File: config.mk
export PLATFORM = sky130hd
export DESIGN_NAME = write_flash_control
export DESIGN_NICKNAME = d
export VERILOG_FILES = /design/src/rtl/write_flash_control.sv
export SDC_FILE = /design/constraint.sdc
export NUM_CORES = 1
export LEC_CHECK = 0
export ABC_AREA = 1
export ABC_CLOCK_PERIOD_IN_PS = 3400
export CAP_MARGIN = 20
export CELL_PAD_IN_SITES_DETAIL_PLACEMENT = 0
export CELL_PAD_IN_SITES_GLOBAL_PLACEMENT = 1
export CORE_MARGIN = 2
export CORE_UTILIZATION = 36
export CTS_CLUSTER_DIAMETER = 150
export CTS_CLUSTER_SIZE = 40
export DETAILED_ROUTE_END_ITERATION = 10
export PLACE_DENSITY_LB_ADDON = 0.1
export SKIP_CTS_REPAIR_TIMING = 1
export SLEW_MARGIN = 25
export SYNTH_ARGS = -nofsm -noshare
export SYNTH_HDL_FRONTEND = slang
export SYNTH_SLANG_ARGS = --single-unit
File: constraint.sdc
create_clock -name clk -period 3.4 [get_ports clk]
set_input_delay 0.68 -clock clk [delete_from_list [all_inputs] [get_ports clk]]
set_output_delay 0.68 -clock clk [all_outputs]
set_load 0.005 [all_outputs]
File: src/rtl/write_flash_control.sv
// Write-path page controller: bad-block check, page streaming from the page
// RAM to the flash program buffer, program command and relocation on failure.
module write_flash_control #(
  parameter int unsigned PAGE_BYTES      = 8192,
  parameter int unsigned PAGES_PER_BLOCK = 128,
  parameter int unsigned MAX_RELOCATE    = 4
) (
  input  logic        clk,
  input  logic        rst,
  input  logic        en_write,
  input  logic [23:0] write_addr_row_reg,
  output logic [23:0] write_addr_row,
  output logic        block_check_req,
  input  logic [1:0]  write_addr_row_error,
  output logic [14:0] write_ram_addr,
  output logic        write_en_ram,
  input  logic [7:0]  write_ram_dataout,
  output logic [7:0]  write_data,
  output logic        write_data_valid,
  input  logic        write_data_ready,
  output logic [13:0] write_data_cnt,
  output logic        prog_start,
  input  logic        prog_done,
  input  logic        prog_fail,
  output logic        write_busy,
  output logic        write_done,
  output logic        write_error,
  output logic [3:0]  write_state
);

  localparam int unsigned RW = $clog2(MAX_RELOCATE + 1);

  typedef enum logic [3:0] {
    S_IDLE  = 4'd0,
    S_LATCH = 4'd1,
    S_CHECK = 4'd2,
    S_RELOC = 4'd3,
    S_LOAD  = 4'd4,
    S_PROG  = 4'd5,
    S_PWAIT = 4'd6,
    S_FAIL  = 4'd7,
    S_DONE  = 4'd8
  } state_t;

  state_t        state_q, state_d;
  logic          en_prev_q, en_prev_d;
  logic [23:0]   row_q, row_d;
  logic          err_q, err_d;
  logic [RW-1:0] reloc_q, reloc_d;
  logic [13:0]   cnt_q, cnt_d;
  logic [13:0]   fidx_q, fidx_d;   // next RAM byte index to fetch
  logic          pend_q, pend_d;   // RAM read issued last cycle, data on dataout now
  logic          out_v_q, out_v_d;
  logic [7:0]    out_data_q, out_data_d;
  logic          pf_v_q, pf_v_d;   // prefetch slot behind the output register
  logic [7:0]    pf_data_q, pf_data_d;

  logic          rise;
  logic          acc;
  logic          issue;
  logic [1:0]    occ;
  logic [1:0]    hold;

  // Next-state, datapath and handshake control
  always_comb begin
    state_d    = state_q;
    en_prev_d  = en_write;
    row_d      = row_q;
    err_d      = err_q;
    reloc_d    = reloc_q;
    cnt_d      = cnt_q;
    fidx_d     = fidx_q;
    pend_d     = 1'b0;
    out_v_d    = out_v_q;
    out_data_d = out_data_q;
    pf_v_d     = pf_v_q;
    pf_data_d  = pf_data_q;
    rise       = en_write & ~en_prev_q;
    acc        = 1'b0;
    issue      = 1'b0;
    // Bytes in flight after this cycle's accept; keep it at most two so a
    // returning read always has a slot (output register or prefetch).
    occ        = {1'b0, out_v_q} + {1'b0, pf_v_q} + {1'b0, pend_q};
    hold       = occ - {1'b0, acc};

    case (state_q)
      S_IDLE: if (rise) state_d = S_LATCH;
      S_LATCH: begin
        row_d   = write_addr_row_reg;
        err_d   = 1'b0;
        reloc_d = '0;
        state_d = S_CHECK;
      end
      S_CHECK: begin
        if (write_addr_row_error == 2'd1) begin
          state_d = S_LOAD;
          cnt_d   = '0;
          fidx_d  = '0;
          out_v_d = 1'b0;
          pf_v_d  = 1'b0;
        end else if (write_addr_row_error == 2'd2) begin
          state_d = S_RELOC;
        end
      end
      S_RELOC: begin
        // Adding a whole block keeps the page field and wraps the block field
        row_d   = row_q + 24'(PAGES_PER_BLOCK);
        reloc_d = reloc_q + RW'(1);
        state_d = (reloc_d == RW'(MAX_RELOCATE)) ? S_FAIL : S_CHECK;
      end
      S_LOAD: begin
        acc   = out_v_q & write_data_ready;
        hold  = occ - {1'b0, acc};
        issue = (fidx_q < 14'(PAGE_BYTES)) && (hold < 2'd2);
        pend_d = issue;
        if (issue) fidx_d = fidx_q + 14'd1;
        if (acc) cnt_d = cnt_q + 14'd1;
        if (~out_v_q | write_data_ready) begin
          if (pf_v_q) begin
            out_data_d = pf_data_q;
            out_v_d    = 1'b1;
            pf_v_d     = pend_q;
            if (pend_q) pf_data_d = write_ram_dataout;
          end else if (pend_q) begin
            out_data_d = write_ram_dataout;
            out_v_d    = 1'b1;
          end else begin
            out_v_d = 1'b0;
          end
        end else if (pend_q) begin
          pf_data_d = write_ram_dataout;
          pf_v_d    = 1'b1;
        end
        if (acc && (cnt_q == 14'(PAGE_BYTES - 1))) begin
          state_d = S_PROG;
          out_v_d = 1'b0;
          pf_v_d  = 1'b0;
          pend_d  = 1'b0;
        end
      end
      S_PROG: state_d = S_PWAIT;
      S_PWAIT: begin
        if (prog_done) state_d = prog_fail ? S_RELOC : S_DONE;
      end
      S_FAIL: begin
        err_d   = 1'b1;
        state_d = S_DONE;
      end
      S_DONE: state_d = S_IDLE;
      default: state_d = S_IDLE;
    endcase
  end

  // State and datapath registers; the edge detector resets high so a request
  // line already held high across reset is not taken as a new request
  always_ff @(posedge clk or posedge rst) begin
    if (rst) begin
      state_q    <= S_IDLE;
      en_prev_q  <= 1'b1;
      row_q      <= '0;
      err_q      <= 1'b0;
      reloc_q    <= '0;
      cnt_q      <= '0;
      fidx_q     <= '0;
      pend_q     <= 1'b0;
      out_v_q    <= 1'b0;
      out_data_q <= '0;
      pf_v_q     <= 1'b0;
      pf_data_q  <= '0;
    end else begin
      state_q    <= state_d;
      en_prev_q  <= en_prev_d;
      row_q      <= row_d;
      err_q      <= err_d;
      reloc_q    <= reloc_d;
      cnt_q      <= cnt_d;
      fidx_q     <= fidx_d;
      pend_q     <= pend_d;
      out_v_q    <= out_v_d;
      out_data_q <= out_data_d;
      pf_v_q     <= pf_v_d;
      pf_data_q  <= pf_data_d;
    end
  end

  // Output decode
  always_comb begin
    write_addr_row   = row_q;
    block_check_req  = (state_q == S_CHECK);
    write_ram_addr   = {2'b00, fidx_q[12:0]};
    write_en_ram     = issue;
    write_data       = out_data_q;
    write_data_valid = out_v_q;
    write_data_cnt   = cnt_q;
    prog_start       = (state_q == S_PROG);
    write_busy       = (state_q != S_IDLE) && (state_q != S_DONE);
    write_done       = (state_q == S_DONE);
    write_error      = err_q;
    write_state      = state_q;
  end

endmodule

==> flow_summary.yaml <==
power_and_ir_drop:
  total_leakage_power_nw: 2.83
  max-vdd-ir-drop_v: 0.000338
  power_mw: 4.19
  powerDensity_mw_per_mm2: 675
sta:
  hold-worst-slack_ps: 482
  final.setup.worst_slack_ps: 333
  timing.slew.headroom: 0.477
  setup_viol: 0
  fin_skew_ps: 4.57
  min_period_over_period: 0.902
  maxSlewViolCount: 0
  final_hold_viol_count: 0
  fmax_mhz: 326
  fin_crit_ps: 3070
  grt_setup_unrepaired: "no"
  tightest_slew_ps: 783
worst_setup_path:
  cp_max_fo: 2
  crit_type: "in -> out"
  path_cells: "clkdlybuf4s50_1 > nand2_1 > inv_1 > ha_1 > inv_1 > ha_1 > nand2_1 > nand2_1 > nand2_1 > nand4_1 > inv_2 > dlymetal6s2s_1"
  required_ps: 2720
  crit_top_cell: "nand2_1"
  endpoint_kind: "output pin"
  slowest_delay_ps: 430
  cp-start-kind: "input pin"
  crit_arrival_ps: 2390
  critPathBufInv: 5
  slowest_stage: "clkdlybuf4s50_1"
  critical_path.top_delay_family: "buffers and inverters"
finish:
  num-fill-cells: 1297
  fin_nets: 798
  largest_reg_flops: 24
  drive_above_1_share: 0.0675
  antennaDiodeCount: 0
  area_growth_pct: 30.4
job:
  timing.max_cap.violations: 0
routing:
  vias: 4472
  drc: 0
  drtIter0Drc: 297
  routed_wl_um: 12300
  viasPerCell: 4.82
  wire_per_inst_um: 13.3
  final_antenna_net_count: 0
  first_pass_iters: 4
floorplan:
  core_mm2: 0.0128
  dieArea_mm2: 0.0141
  die_w_um: 119
  pin_count: 112
  die_y_um: 119
  fp-row-count: 41
  start_util: 0.372
cts:
  clk_path_buf_depth: 2
  root_buffer: "clkbuf_16"
  clk_latency_ps: 340
  cts_sinks: 80
  cts_buffers: 9
  htreeDepth: 3
  cts_tree: "yes"
  cts.reportedPaths.clkPinSlew_ps: 60
logic_synthesis:
  netlist.area_leader.share: 0.416
  yosysTopAreaCell: "dfrtp_1"
  synthCells: 653
  yosys_warnings: 0
  yosysMostFrequentCell: "nand2_1"
  synth_ff_type: "dfrtp_1"
  synth.avg_cell_area_um2: 7.28
  synth-seq-area-share: 0.421
  ys_types: 37
  synthArstFlopShare: 1.00
  synthTopCellsByArea: "dfrtp_1 42%, nand2_1 17%, nand3_1 5.9%, nor2_1 5.5%, inv_1 5.0%"
  synth_edf_count: 0
  yosys-top-cells-count: "214 x nand2_1, 79 x dfrtp_1, 70 x nor2_1"
  synth-seq-cells: 80
  syn_area_mm2: 0.00476
place:
  post-dp-hpwl_um: 8820
  gp_congestion: 0.805
  dpl_worst_slack_ps: -109
  portBuffers: 109
min_path:
  hp-class: "reg -> reg"
grt:
  antenna_found_initial: 0
  first_global_vias: 4321
  grt_use_total: 0.185
  grt_pass1_wl_um: 21200
  overflow: 0
  grt_max_degree: 42
run_status:
  outcome: "finished clean"
## cells in the final DEF, fill, tap and decap left out, types with 9 or more instances in the layout
cell / instances
nor2_1: 70
clkbuf_16: 9
o21ai_0: 33
clkdlybuf4s50_1: 108
dfrtp_1: 79
nand3_1: 56
nand2_1: 214
nand4_1: 27
inv_1: 61
a21oi_1: 17
## routing by layer
| layer | global-route usage | routed length [um] | vias to the layer above |
|---|---|---|---|
| met5 | 0 | 0 | - |
| met4 | 0.0588 | 107 | 0 |
| met3 | 0.0532 | 649 | 8 |
| met2 | 0.292 | 5730 | 100 |
| met1 | 0.244 | 5820 | 2065 |
| li1 | - | - | 2299 |
## path summary, 6_finish.rpt
check	start	slack [ps]	endpoint	cells after the start
max	write_data_ready	330	write_en_ram	12
min	write_addr_row[4]$_DFFE_PP0P_	480	write_addr_row[4]$_DFFE_PP0P_	2
max reg2reg	write_state[0]$_DFFE_PP0P_	1290	write_data_cnt[0]$_DFFE_PP0P_	9
min reg2reg	write_addr_row[4]$_DFFE_PP0P_	480	write_addr_row[4]$_DFFE_PP0P_	2
max in group asynchronous	rst	1870	en_prev_q$_DFF_PP1_	3
min in group asynchronous	rst	780	write_data[3]$_DFFE_PP0P_	2
## area by class of cell
class	instances	area [um2]	share of cell area
Timing Repair Buffer	116	1160	0.187
Inverter	70	269	0.0434
Clock buffer	11	243	0.0392
Sequential cell	80	2000	0.323
Multi-Input combinational cell	474	2270	0.365
Tap cell	172	215	0.0347
Clock inverter	4	45.0	0.00727
## metrics by stage
step	instances	cell area (um2)	utilization	setup TNS (ps)
3_3_place_gp	912	5910	0.463	-80.1
4_1_cts	927	6200	0.485	-110
3_5_place_dp	912	5910	0.463	-109
5_1_grt	927	6200	0.485	0
6_report	927	6200	0.485	0
2_1_floorplan	654	4760	-	0
## report_power, final
part | internal, mW | switching [mW]
logic | 0.838 | 0.805
registers | 1.23 | 0.340
clock network | 0.581 | 0.388
## cell families (layout without fill, tap and decap cells)
| kind of cell | count (synthesis) | in the layout | share of synthesized area |
|---|---|---|---|
| adder cells (fa/ha/maj) | 7 | 7 | 0.0184 |
| flip-flops | 80 | 80 | 0.421 |
| buffers and inverters | 100 | 201 | 0.103 |
| AO/OA/AOI/OAI | 72 | 72 | 0.0881 |
| XOR/XNOR | 4 | 4 | 0.00737 |
| AND/OR/NAND/NOR | 389 | 389 | 0.361 |
| other | 1 | 2 | 0.000789 |
## tightest hold or removal path, delay by kind of cell (launching register included)
kind,cells,cell delay (ps)
flops,1,340
simple gates,2,100
Note: power is estimated with default switching activity, not from simulation.
